File: config.mk
export PLATFORM = sky130hd
export DESIGN_NAME = epidemic_router_node
export DESIGN_NICKNAME = d
export VERILOG_FILES = /design/src/rtl/epidemic_router_node.sv
export SDC_FILE = /design/constraint.sdc
export NUM_CORES = 1
export LEC_CHECK = 0
export BUFFER_PORTS_ARGS = -buffer_cell sky130_fd_sc_hd__buf_2
export CAP_MARGIN = 5
export CORE_ASPECT_RATIO = 0.8
export CORE_MARGIN = 2
export CORE_UTILIZATION = 40
export CTS_CLUSTER_SIZE = 16
export DETAILED_ROUTE_END_ITERATION = 8
export PLACE_DENSITY = 0.63
export SYNTH_ARGS = -nofsm -noshare
export SYNTH_HDL_FRONTEND = slang
export SYNTH_SLANG_ARGS = --single-unit
File: constraint.sdc
create_clock -name clk -period 17.9 [get_ports clk]
set_input_delay 3.58 -clock clk [delete_from_list [all_inputs] [get_ports clk]]
set_output_delay 3.58 -clock clk [all_outputs]
set_load 0.02 [all_outputs]
File: src/rtl/epidemic_router_node.sv
// rtl/epidemic_router_node.sv - flooding mesh router node with per-port FIFOs, broadcast slot and seen-ID filter
module epidemic_router_node #(
    parameter int         DW      = 16,
    parameter int         IDW     = 4,
    parameter int         TW      = 3,
    parameter int         FD      = 4,
    parameter int         SEEN    = 8,
    parameter logic [3:0] PORT_EN = 4'hF
) (
    input  logic          clk,
    input  logic          rstn,
    input  logic          i_valid_l,
    input  logic          i_valid_r,
    input  logic          i_valid_t,
    input  logic          i_valid_b,
    input  logic          i_valid_p,
    input  logic [DW-1:0] i_data_l,
    input  logic [DW-1:0] i_data_r,
    input  logic [DW-1:0] i_data_t,
    input  logic [DW-1:0] i_data_b,
    input  logic [DW-1:0] i_data_p,
    output logic          o_ready_l,
    output logic          o_ready_r,
    output logic          o_ready_t,
    output logic          o_ready_b,
    output logic          o_ready_p,
    output logic          o_valid_l,
    output logic          o_valid_r,
    output logic          o_valid_t,
    output logic          o_valid_b,
    output logic          o_valid_p,
    output logic [DW-1:0] o_data_l,
    output logic [DW-1:0] o_data_r,
    output logic [DW-1:0] o_data_t,
    output logic [DW-1:0] o_data_b,
    output logic [DW-1:0] o_data_p,
    input  logic          i_ready_l,
    input  logic          i_ready_r,
    input  logic          i_ready_t,
    input  logic          i_ready_b,
    input  logic          i_ready_p,
    output logic [7:0]    o_dup_cnt
);
    localparam int         NP     = 5;
    localparam int         FAW    = (FD > 1) ? $clog2(FD) : 1;
    localparam int         SAW    = (SEEN > 1) ? $clog2(SEEN) : 1;
    localparam int         PW     = DW - IDW - TW;
    localparam logic [2:0] PORT_P = 3'd4;

    // Port index order everywhere: 0=l, 1=r, 2=t, 3=b, 4=p
    logic [NP-1:0]   w_en;
    logic [NP-1:0]   w_in_valid;
    logic [NP-1:0]   w_out_ready;
    logic [DW-1:0]   w_in_data [NP];
    logic [NP-1:0]   w_full;
    logic [NP-1:0]   w_empty;
    logic [NP-1:0]   w_in_ready;
    logic [NP-1:0]   w_push;

    logic [DW-1:0]   r_mem [NP][FD];
    logic [FAW:0]    r_wp [NP];
    logic [FAW:0]    r_rp [NP];

    logic [DW-1:0]   r_slot_data;
    logic [NP-1:0]   r_slot_mask;
    logic [IDW-1:0]  r_seen_id [SEEN];
    logic [SEEN-1:0] r_seen_v;
    logic [SAW-1:0]  r_seen_wp;
    logic [2:0]      r_rr;
    logic [7:0]      r_dup;

    logic [3:0]      w_scan;
    logic            w_gnt_vld;
    logic [2:0]      w_gnt_idx;
    logic            w_pop;
    logic [DW-1:0]   w_head;
    logic [IDW-1:0]  w_head_id;
    logic [TW-1:0]   w_head_ttl;
    logic            w_hit;
    logic [3:0]      w_mesh_mask;
    logic [NP-1:0]   w_new_mask;
    logic [TW-1:0]   w_slot_ttl;
    logic [DW-1:0]   w_mesh_data;
    logic [NP-1:0]   w_out_valid;
    logic [NP-1:0]   w_accept;

    assign w_en        = {1'b1, PORT_EN};
    assign w_in_valid  = {i_valid_p, i_valid_b, i_valid_t, i_valid_r, i_valid_l};
    assign w_out_ready = {i_ready_p, i_ready_b, i_ready_t, i_ready_r, i_ready_l};
    assign w_in_data[0] = i_data_l;
    assign w_in_data[1] = i_data_r;
    assign w_in_data[2] = i_data_t;
    assign w_in_data[3] = i_data_b;
    assign w_in_data[4] = i_data_p;

    // Full compares the wrap bit; a pop in the same cycle never frees a slot for a push
    for (genvar g = 0; g < NP; g++) begin : g_fifo_flags
        assign w_empty[g]    = (r_wp[g] == r_rp[g]);
        assign w_full[g]     = (r_wp[g][FAW] != r_rp[g][FAW]) &&
                               (r_wp[g][FAW-1:0] == r_rp[g][FAW-1:0]);
        assign w_in_ready[g] = w_en[g] & ~w_full[g];
        assign w_push[g]     = w_in_valid[g] & w_in_ready[g];
    end

    // Round-robin scan starting at r_rr, which points one past the last grant
    always_comb begin
        w_gnt_vld = 1'b0;
        w_gnt_idx = 3'd0;
        w_scan    = 4'd0;
        for (int k = 0; k < NP; k++) begin
            w_scan = {1'b0, r_rr} + 4'(k);
            if (w_scan >= 4'(NP)) begin
                w_scan = w_scan - 4'(NP);
            end
            if (!w_gnt_vld && !w_empty[w_scan[2:0]]) begin
                w_gnt_vld = 1'b1;
                w_gnt_idx = w_scan[2:0];
            end
        end
    end

    assign w_pop      = w_gnt_vld && (r_slot_mask == '0);
    assign w_head     = r_mem[w_gnt_idx][r_rp[w_gnt_idx][FAW-1:0]];
    assign w_head_id  = w_head[DW-1 -: IDW];
    assign w_head_ttl = w_head[DW-IDW-1 -: TW];

    always_comb begin
        w_hit = 1'b0;
        for (int s = 0; s < SEEN; s++) begin
            if (r_seen_v[s] && (r_seen_id[s] == w_head_id)) begin
                w_hit = 1'b1;
            end
        end
    end

    // Expired flits still reach the local PE, unless the PE itself injected them
    assign w_mesh_mask = (w_head_ttl != '0) ? (PORT_EN & ~(4'b0001 << w_gnt_idx)) : 4'b0000;
    assign w_new_mask  = {(w_gnt_idx != PORT_P), w_mesh_mask};

    assign w_slot_ttl  = r_slot_data[DW-IDW-1 -: TW];
    assign w_mesh_data = {r_slot_data[DW-1 -: IDW], w_slot_ttl - TW'(1), r_slot_data[PW-1:0]};
    assign w_out_valid = r_slot_mask & w_en & {NP{rstn}};
    assign w_accept    = w_out_valid & w_out_ready;

    assign o_ready_l = rstn & w_in_ready[0];
    assign o_ready_r = rstn & w_in_ready[1];
    assign o_ready_t = rstn & w_in_ready[2];
    assign o_ready_b = rstn & w_in_ready[3];
    assign o_ready_p = rstn & w_in_ready[4];
    assign o_valid_l = w_out_valid[0];
    assign o_valid_r = w_out_valid[1];
    assign o_valid_t = w_out_valid[2];
    assign o_valid_b = w_out_valid[3];
    assign o_valid_p = w_out_valid[4];
    assign o_data_l  = rstn ? w_mesh_data : '0;
    assign o_data_r  = rstn ? w_mesh_data : '0;
    assign o_data_t  = rstn ? w_mesh_data : '0;
    assign o_data_b  = rstn ? w_mesh_data : '0;
    assign o_data_p  = rstn ? r_slot_data : '0;
    assign o_dup_cnt = r_dup;

    // Storage arrays carry no reset; their validity is tracked by pointers and r_seen_v
    always_ff @(posedge clk) begin
        for (int k = 0; k < NP; k++) begin
            if (rstn && w_push[k]) begin
                r_mem[k][r_wp[k][FAW-1:0]] <= w_in_data[k];
            end
        end
        if (rstn && w_pop && !w_hit) begin
            r_seen_id[r_seen_wp] <= w_head_id;
        end
    end

    always_ff @(posedge clk) begin
        if (!rstn) begin
            for (int k = 0; k < NP; k++) begin
                r_wp[k] <= '0;
                r_rp[k] <= '0;
            end
            r_slot_data <= '0;
            r_slot_mask <= '0;
            r_seen_v    <= '0;
            r_seen_wp   <= '0;
            r_rr        <= 3'd0;
            r_dup       <= 8'd0;
        end else begin
            for (int k = 0; k < NP; k++) begin
                if (w_push[k]) begin
                    r_wp[k] <= r_wp[k] + (FAW+1)'(1);
                end
            end
            if (w_pop) begin
                r_rp[w_gnt_idx] <= r_rp[w_gnt_idx] + (FAW+1)'(1);
                r_rr            <= (w_gnt_idx == PORT_P) ? 3'd0 : w_gnt_idx + 3'd1;
                if (w_hit) begin
                    if (r_dup != 8'hFF) begin
                        r_dup <= r_dup + 8'd1;
                    end
                end else begin
                    r_seen_v[r_seen_wp] <= 1'b1;
                    r_seen_wp           <= r_seen_wp + SAW'(1);
                    r_slot_data         <= w_head;
                    r_slot_mask         <= w_new_mask;
                end
            end else begin
                r_slot_mask <= r_slot_mask & ~w_accept;
            end
        end
    end
endmodule

==> results.sh, run 1 <==
export IMPL_synth_area_um2=19920
export IMPL_fill_cells=4382
export IMPL_core_area_um2=49410
export IMPL_drt_total_wl_um=52340
export IMPL_synth_edf_count=391
export IMPL_yosys_most_used_dff="edfxtp_1"
export IMPL_maxCapViolations=0
export IMPL_slowest_stage="nor4_1"
export IMPL_synth_seq_area_share_pct=63.25
export IMPL_ys_ff_latch=434
export IMPL_grt_pass1_vias=11985
export IMPL_r2r_end="r_seen_id[0][0]"
export IMPL_path_cells="inv_1, ha_1, inv_1, a21oi_1, a221oi_1, o221ai_1, and2_1, nand4_1, or2_1, a21boi_4, buf_4, inv_4, buf_4, nand2_1, nand4_1, o311a_1, o311ai_1, o2bb2ai_2, xor2_1, nor4_1, a31o_2, nor4_4, nand2_2, nor4_1"
export IMPL_rsz0062_at_grt="false"
export IMPL_min_period_over_period_pct=59.28
export IMPL_clk_pin_slew_ps=60
export IMPL_rrSetupSlack_ps=7290
export IMPL_reg2reg_depth=24
export IMPL_clock_latency_ps=580
export IMPL_max_stage_delay_ps=920
export IMPL_wl_per_cell_um=22.65
export IMPL_min_path_type="flip-flop to flip-flop"
export IMPL_clock_skew_ps=17.47
export IMPL_startpoint="r_rr[0]"
export IMPL_die_width_um=253.5
export IMPL_path_class="flip-flop to flip-flop"
export IMPL_port_buffers=189
export IMPL_critPathRequiredTime_ps=18100
export IMPL_drv_slew=0
export IMPL_final_cell_mix="edfxtp_1 (391), buf_2 (189), nand2_1 (177)"
export IMPL_dieArea_um2=51620
export IMPL_track_usage_pct=20.11
export IMPL_vias=12720
export IMPL_die_h_um=203.6
export IMPL_ios=190
export IMPL_area_growth_pct=13.83
export IMPL_hold_viol_final=0
export IMPL_ctsHoldBuffers=0
export IMPL_cts_root_buf="clkbuf_16"
export IMPL_rows=73
export IMPL_avgSynthCellArea_um2=13.56
export IMPL_critical_path_arrival_ps=10810
export IMPL_syn_nets=1599
export IMPL_synth_async_sr_flop_share_pct=0
export IMPL_path_delay_family="simple AND/OR/NAND/NOR gates"
export IMPL_viasPerCell=5.504
export IMPL_path_buf_inv=5
export IMPL_yosys_warnings=0
export IMPL_htreeDepth=2
export IMPL_cts_tree="done"
export IMPL_crit_fanout=53
export IMPL_max_freq_ghz=0.09425
export IMPL_rr_startpoint="r_rr[0]"
export IMPL_start_kind="flip-flop"
export IMPL_status="finished clean"
export IMPL_place_congestion=0.8773
export IMPL_antenna_found_initial=3
export IMPL_crit_cells=24
export IMPL_min_period_ps=10610
export IMPL_initial_core_util_pct=40.32
export IMPL_worst_slew_pin_slew_ps=1188
export IMPL_gr_total_overflow=0
export IMPL_relSlewSlack_pct=20.83
export IMPL_grt_max_degree=62
export IMPL_grt_pass1_wl_um=76820
export IMPL_dp_hpwl_um=34840
export IMPL_crit_end="r_seen_id[0][0]"
export IMPL_mostFrequentLayoutCell="edfxtp_1"
export IMPL_drive_gt1_share_pct=22.08
export IMPL_cts_resized=0
export IMPL_dr_pass1_iters=6
export IMPL_cts_buffer_depth=3
export IMPL_cts_setup_buffers=0
export IMPL_drt_iter0_drc=1515
export IMPL_cts_made_buffers=44
export IMPL_drc=0
export IMPL_ant_nets=0
export IMPL_layout_nets=1729
export IMPL_critPathCaptureType="flip-flop"
export IMPL_syn_instance_count=1469
export IMPL_setup_tns_ps=0
export IMPL_setup_viol=0
export IMPL_clock_sinks=434
export IMPL_ys_types=81
-- Yosys cell counts, types with 4 or more instances --
master	number	area (um^2)
o22ai_1	30	187.7
nor3_1	18	90.09
a311o_1	4	40.04
nor2b_1	7	43.79
buf_1	20	75.07
xnor2_1	46	402.9
nand2b_1	20	125.1
nand2_1	177	664.4
mux2_2	9	101.4
mux2_4	7	105.1
nand3_1	16	80.08
inv_1	40	150.1
a21oi_1	38	190.2
and2_1	37	231.5
and3_1	42	262.8
ha_1	37	462.9
a211oi_1	12	90.09
o21ai_0	13	65.06
mux2i_1	90	900.9
nand4_1	9	56.30
o31ai_1	18	135.1
a32oi_1	4	35.03
xor2_1	15	131.4
or4_1	4	30.03
nor4_1	4	25.02
nor2_1	68	255.2
buf_6	4	45.04
buf_4	62	465.5
edfxtp_1	391	11740
buf_2	13	65.06
a2111oi_0	14	122.6
dfxtp_1	43	860.8
mux4_2	29	653.1
clkbuf_1	33	123.9
a221oi_1	26	227.7
o2111ai_1	4	35.03
-- metrics by stage --
stage | utilization [%] | cells | instance area, um^2 | setup slack, ps | hold slack, ps
after floorplan | - | 1469 | 19920 | 9190 | 424.7
after global placement | 42.84 | 2228 | 21170 | 7838 | 454.7
after detailed placement | 42.84 | 2228 | 21170 | 7371 | 456.0
after CTS | 45.89 | 2310 | 22680 | 7348 | 469.9
after global routing | 45.89 | 2310 | 22680 | 6412 | 499.6
final | 45.90 | 2311 | 22680 | 7290 | 472.3
-- per-layer routing --
metal,vias to the layer above,track usage (%),routed length (um)
li1,5719,-,-
met1,6351,29.70,23310
met2,570,30.16,23430
met3,76,3.791,4475
met4,4,5.875,1097
met5,-,0,27
-- area by class of cell --
type / instances / area [um^2] / share of cell area (%)
flip-flops and latches: 434 / 12600 / 55.57
repair buffers: 217 / 1156 / 5.098
multi-input cells: 860 / 6399 / 28.21
inverters: 42 / 165.2 / 0.7282
clock buffers: 51 / 1161 / 5.120
clock inverters: 31 / 349.1 / 1.539
diodes: 1 / 2.502 / 0.01103
well taps: 675 / 844.6 / 3.724
-- worst register-to-register path, stage by stage, from the launching register on --
cell and delay (ps):
dfxtp_1 820, inv_1 460, ha_1 730, inv_1 240, a21oi_1 290, a221oi_1 150
o221ai_1 240, and2_1 230, nand4_1 290, or2_1 490, a21boi_4 200, buf_4 260
inv_4 620, buf_4 850, nand2_1 140, nand4_1 130, o311a_1 160, o311ai_1 130
o2bb2ai_2 800, xor2_1 220, nor4_1 80, a31o_2 240, nor4_4 710, nand2_2 810
nor4_1 930
-- flip-flops by register name, indices dropped and copies added, names as in the netlist --
register / count
r_rr: 3
r_slot_mask: 5
r_wp: 15
o_dup_cnt: 8
r_rp: 24
r_seen_id: 32
r_seen_v: 8
r_seen_wp: 3
r_mem: 320
r_slot_data: 16
-- worst min-delay path by stage --
stage                        to  slack, ps  cells past startpoint   startpoint
finish              r_seen_v[7]        470                      2  r_seen_v[7]
global route        r_seen_v[7]        500                      2  r_seen_v[7]
CTS                 r_seen_v[7]        470                      2  r_seen_v[7]
detailed placement  r_seen_v[2]        460                      2  r_seen_v[2]
global placement    r_seen_v[7]        450                      2  r_seen_v[7]
floorplan           r_seen_v[1]        420                      2  r_seen_v[1]
-- cells by family (layout without fill, tap and decap cells) --
logic type               after synthesis  count (layout)  synth area share [%]
flip-flops                           434             434                 63.25
AND/OR/NAND/NOR                      419             419                 10.16
AO/OA/AOI/OAI                        204             204                 7.680
buffers and inverters                175             341                 4.729
multiplexers                         138             138                 9.074
XOR/XNOR                              61              61                 2.682
adder cells (fa/ha/maj)               38              38                 2.424
other                                  0               1                     0
Power of run 1 is not shown: default switching activity piles up to over one toggle a cycle in this logic, so the estimate is an artifact.
==> inputs of run 2 (changes only) <==
--- a/config.mk
+++ b/config.mk
@@ -12,7 +12,7 @@
 export CORE_UTILIZATION = 40
 export CTS_CLUSTER_SIZE = 16
 export DETAILED_ROUTE_END_ITERATION = 8
-export PLACE_DENSITY = 0.63
+export PLACE_DENSITY = 0.65
 export SYNTH_ARGS = -nofsm -noshare
 export SYNTH_HDL_FRONTEND = slang
 export SYNTH_SLANG_ARGS = --single-unit
==> constraint.sdc (replaced) <==
create_clock -name clk -period 9.4 [get_ports clk]
set_input_delay 1.88 -clock clk [delete_from_list [all_inputs] [get_ports clk]]
set_output_delay 1.88 -clock clk [all_outputs]
set_load 0.02 [all_outputs]
==> results.sh, run 2 (synthesis gave the netlist of run 1 again) <==
export IMPL_drc=0
export IMPL_dp_hpwl_um=35920
export IMPL_min_path_type="flip-flop to flip-flop"
export IMPL_whs_path_depth=2
export IMPL_worst_slew_pin_slew_ps=1111
export IMPL_drv_slew=0
export IMPL_setup_tns_ps=0
export IMPL_track_usage_pct=20.25
export IMPL_dr_wl_met2_um=23390
export IMPL_rrSetupSlack_ps=1430
export IMPL_drive_gt1_share_pct=21.94
export IMPL_maxCapViolations=0
export IMPL_cts_resized=0
export IMPL_die_width_um=253.5
export IMPL_rows=73
export IMPL_rsz0062_at_grt="false"
export IMPL_grt_max_degree=63
export IMPL_vias=12719
export IMPL_cts_setup_buffers=0
export IMPL_gr_total_overflow=0
export IMPL_cts_buffer_depth=3
export IMPL_routed_top_layer="met5"
export IMPL_relSlewSlack_pct=25.92
export IMPL_met3_length_um=4657
export IMPL_area_growth_pct=14.13
export IMPL_critical_path_arrival_ps=8180
export IMPL_start_kind="flip-flop"
export IMPL_clock_latency_ps=590
export IMPL_viasPerCell=5.466
export IMPL_path_class="flip-flop to flip-flop"
export IMPL_clock_sinks=434
export IMPL_setup_viol=0
export IMPL_grt_pass1_wl_um=77310
export IMPL_ios=190
export IMPL_rr_startpoint="r_rr[1]"
export IMPL_min_period_ps=7970
export IMPL_critPathRequiredTime_ps=9610
export IMPL_r2r_end="r_seen_id[7][2]"
export IMPL_antenna_found_initial=4
export IMPL_critPathCaptureType="flip-flop"
export IMPL_dr_pass1_iters=7
export IMPL_largest_reg_flops=320
export IMPL_status="finished clean"
export IMPL_cts_root_buf="clkbuf_16"
export IMPL_holdPathEnd="r_seen_v[0]"
export IMPL_layout_nets=1742
export IMPL_cts_tree="done"
export IMPL_dieArea_um2=51620
export IMPL_place_congestion=0.9248
export IMPL_grt_pass1_vias=12231
export IMPL_clock_skew_ps=26.43
export IMPL_final_cell_mix="edfxtp_1 (391), buf_2 (189), nand2_1 (177)"
export IMPL_clk_pin_slew_ps=50
export IMPL_cts_made_buffers=46
export IMPL_core_area_um2=49410
export IMPL_mostFrequentLayoutCell="edfxtp_1"
export IMPL_die_h_um=203.6
export IMPL_wl_met1_um=23550
export IMPL_max_freq_ghz=0.1255
export IMPL_htreeDepth=2
export IMPL_drt_total_wl_um=52560
export IMPL_port_buffers=189
export IMPL_hp_start="r_seen_v[0]"
export IMPL_hold_viol_final=0
export IMPL_min_period_over_period_pct=84.78
export IMPL_reg2reg_depth=23
export IMPL_crit_fanout=26
export IMPL_ant_nets=0
export IMPL_ctsHoldBuffers=0
export IMPL_drt_iter0_drc=1475
export IMPL_wl_per_cell_um=22.59
export IMPL_initial_core_util_pct=40.32
run 2: changes by cell type in the layout (fill, tap and decap cells not counted), sizes merged:
cell	before	now
buf	217	228
clkbuf	51	62
clkinvlp	5	0
clkinv	19	16
inv	43	46
bufinv	6	4
diode	1	2
run 2: worst max path at each step:
stage          startpoint         endpoint  cells past startpoint
4_1_cts           r_rr[1]  r_seen_id[4][3]                     23
5_1_grt           r_rr[1]  r_seen_id[4][0]                     22
2_1_floorplan     r_rr[0]  r_seen_id[0][0]                     27
3_5_place_dp      r_rr[1]  r_seen_id[4][2]                     23
6_report          r_rr[1]  r_seen_id[7][2]                     23
3_3_place_gp      r_rr[1]  r_seen_id[4][2]                     23
run 2: area by class of cell:
class / count / area [um^2]
repair buffers: 228 / 1239
clock buffers: 62 / 1252
flip-flops and latches: 434 / 12600
clock inverters: 24 / 232.7
well taps: 675 / 844.6
multi-input cells: 860 / 6399
fillers: 4346 / 26670
inverters: 42 / 165.2
diodes: 2 / 5.005
run 2: critical path: stages, from the launching register on:
cell and delay, ps:
dfxtp_1 590, inv_1 220, ha_1 630, nand4_1 170, o2111ai_1 160, o31ai_1 150, o31ai_1 570, nand4_1 380
or2_1 490, a21boi_4 290, inv_4 280, nand2_1 90, a32oi_1 350, and2_1 510, buf_4 390, o311ai_1 170
o2bb2ai_2 290, buf_4 280, xnor2_1 90, a31o_2 250, nor4_4 320, nand2_2 160, buf_4 250, nor3_1 480
run 2: through the flow:
stage / hold slack, ps / utilization, % / instances / area, um^2 / setup slack [ps]
floorplan: 424.7 / - / 1469 / 19920 / 2678
global placement: 457.3 / 43.00 / 2239 / 21250 / 1818
detailed placement: 451.4 / 43.00 / 2239 / 21250 / 1519
CTS: 464.4 / 46.01 / 2325 / 22730 / 1532
global route: 479.0 / 46.01 / 2325 / 22730 / 862.0
finish: 467.7 / 46.02 / 2327 / 22740 / 1430
run 2: routing by layer:
layer	up-vias	global-route usage [%]
met5	-	0
met4	4	4.945
li1	5757	-
met2	537	30.70
met3	68	4.161
met1	6353	29.78
Power of run 2 is left out for the same reason.
==> inputs of run 3 (changes only) <==
--- a/config.mk
+++ b/config.mk
@@ -5,6 +5,7 @@
 export SDC_FILE = /design/constraint.sdc
 export NUM_CORES = 1
 export LEC_CHECK = 0
+export ABC_AREA = 1
 export BUFFER_PORTS_ARGS = -buffer_cell sky130_fd_sc_hd__buf_2
 export CAP_MARGIN = 5
 export CORE_ASPECT_RATIO = 0.8
@@ -12,7 +13,7 @@
 export CORE_UTILIZATION = 40
 export CTS_CLUSTER_SIZE = 16
 export DETAILED_ROUTE_END_ITERATION = 8
-export PLACE_DENSITY = 0.65
+export PLACE_DENSITY = 0.63
 export SYNTH_ARGS = -nofsm -noshare
 export SYNTH_HDL_FRONTEND = slang
 export SYNTH_SLANG_ARGS = --single-unit
==> constraint.sdc (replaced) <==
create_clock -name clk -period 7.5 [get_ports clk]
set_input_delay 1.5 -clock clk [delete_from_list [all_inputs] [get_ports clk]]
set_output_delay 1.5 -clock clk [all_outputs]
set_load 0.02 [all_outputs]
==> results.sh, run 3 <==
export IMPL_status="finished clean"
export IMPL_max_stage_delay_ps=520
export IMPL_ys_top_cells_by_area="edfxtp_1 (59%), nand2_1 (7.0%), dfxtp_1 (4.3%), a221oi_1 (4.3%), nand3_1 (2.9%)"
export IMPL_synth_most_common_cell="edfxtp_1"
export IMPL_die_h_um=203.1
export IMPL_ant_nets=0
export IMPL_port_buffers=189
export IMPL_cp_common_cell="nand2_1"
export IMPL_drt_total_wl_um=55410
export IMPL_clock_latency_ps=560
export IMPL_dp_hpwl_um=37980
export IMPL_die_width_um=252.9
export IMPL_ys_top_cells_by_count="edfxtp_1 (391), nand2_1 (370), inv_1 (144)"
export IMPL_layout_nets=2060
export IMPL_syn_instance_count=1796
export IMPL_critical_path_arrival_ps=6990
export IMPL_setup_tns_ps=0
export IMPL_area_growth_pct=13.36
export IMPL_synth_edf_count=391
export IMPL_cts_buffer_depth=3
export IMPL_multi_input_area_um2=5869
export IMPL_avgSynthCellArea_um2=11.04
export IMPL_crit_fanout=52
export IMPL_drt_iter0_drc=1772
export IMPL_clk_pin_slew_ps=60
export IMPL_synth_top_cell_area_share_pct=59.23
export IMPL_clock_skew_ps=21.10
export IMPL_syn_nets=1926
export IMPL_clock_sinks=434
export IMPL_track_usage_pct=21.33
export IMPL_maxCapViolations=0
export IMPL_ys_ff_latch=434
export IMPL_wl_per_cell_um=21.37
export IMPL_gr_total_overflow=0
export IMPL_place_congestion=0.9660
export IMPL_critPathCaptureType="flip-flop"
export IMPL_viasPerCell=5.406
export IMPL_yosysTopAreaCell="edfxtp_1"
export IMPL_regArea_um2=12600
export IMPL_ios=190
export IMPL_min_period_ps=6764
export IMPL_relSlewSlack_pct=43.22
export IMPL_setup_viol=0
export IMPL_cts_tree="done"
export IMPL_yosys_most_used_dff="edfxtp_1"
export IMPL_grt_pass1_vias=13103
export IMPL_yosys_warnings=0
export IMPL_drc=0
export IMPL_dpl_cell_count=2514
export IMPL_largest_reg_flops=320
export IMPL_rsz0062_at_grt="false"
export IMPL_dieArea_um2=51360
export IMPL_antenna_found_initial=7
export IMPL_fill_cells=4428
export IMPL_slowest_stage="nand2_8"
export IMPL_core_area_um2=48650
export IMPL_synth_area_um2=19820
export IMPL_grt_pass1_wl_um=82050
export IMPL_grt_max_degree=71
export IMPL_min_period_over_period_pct=90.18
export IMPL_cts_made_buffers=43
export IMPL_drv_slew=0
export IMPL_path_class="flip-flop to flip-flop"
export IMPL_max_freq_ghz=0.1478
export IMPL_critPathRequiredTime_ps=7730
export IMPL_final_cell_mix="edfxtp_1 (391), nand2_1 (370), buf_2 (189)"
export IMPL_htreeDepth=2
export IMPL_final_cells=2593
export IMPL_dr_pass1_iters=6
export IMPL_synth_async_sr_flop_share_pct=0
export IMPL_cts_root_buf="clkbuf_16"
export IMPL_vias=14019
export IMPL_worst_slew_pin_slew_ps=849.7
export IMPL_synth_seq_area_share_pct=63.58
export IMPL_ctsHoldBuffers=0
export IMPL_initial_core_util_pct=40.75
export IMPL_start_kind="flip-flop"
export IMPL_mostFrequentLayoutCell="edfxtp_1"
export IMPL_drive_gt1_share_pct=19.27
export IMPL_min_path_type="flip-flop to flip-flop"
export IMPL_rows=72
export IMPL_ys_types=40
export IMPL_hold_viol_final=0
[run 3: layout make-up]
cell class                      instances  share of cell area [%]
Antenna cell                            2                 0.02227
Clock buffer                           64                   5.496
Clock inverter                         13                  0.5903
Inverter                              169                   2.834
Multi-Input combinational cell       1059                   26.12
Sequential cell                       434                   56.09
Tap cell                              629                   3.503
Timing Repair Buffer                  223                   5.346
[run 3: layer usage]
metal / up-vias / global-route usage (%) / routed length (um)
met1: 6754 / 30.40 / 24230
met2: 649 / 34.00 / 25540
met3: 77 / 3.859 / 4594
met4: 10 / 4.818 / 993
met5: - / 0 / 58
li1: 6529 / - / -
[run 3: timing repair]
item                       4_1_cts  5_1_grt
setup buffers                    0        0
gates resized for setup          0        1
setup endpoints to repair        0       22
[run 3: worst max-delay path: cells and delay by family (launching register included)]
kind	cells	cell delay (ps)
AO/OA/AOI/OAI	2	480
adder cells (fa/ha/maj)	2	560
buffers and inverters	9	1080
flip-flops	1	300
AND/OR/NAND/NOR	21	3970
[run 3: worst paths after layout]
check,startpoint,end,slack [ps],depth (start not counted)
setup reg to reg,r_rr[0],r_seen_id[6][3],740,34
hold reg to reg,r_seen_v[1],r_seen_v[1],470,2
hold / removal,r_seen_v[1],r_seen_v[1],470,2
setup / recovery,r_rr[0],r_seen_id[6][3],740,34
[run 3: cell families (layout without fill, tap and decap cells)]
kind of cell | Yosys count | in the layout | share of synthesized area (%)
simple gates | 730 | 730 | 16.94
flops | 434 | 434 | 63.58
buf+inv | 303 | 469 | 7.146
compound gates | 271 | 271 | 9.014
fa+ha+maj | 38 | 38 | 2.437
xor+xnor | 20 | 20 | 0.8837
other cells | 0 | 2 | 0
[run 3: per-stage QoR]
| step | cell area (um^2) | util [%] | setup slack, ps | hold WS, ps |
|---|---|---|---|---|
| after floorplan | 19820 | - | 2765 | 425.6 |
| after global placement | 21090 | 43.35 | 895.9 | 458.4 |
| after detailed placement | 21090 | 43.35 | 638.7 | 463.5 |
| after CTS | 22460 | 46.16 | 635.7 | 473.6 |
| after global routing | 22470 | 46.18 | 94.25 | 480.1 |
| final | 22470 | 46.19 | 736.2 | 466.9 |
Power of run 3 is left out for the same reason.
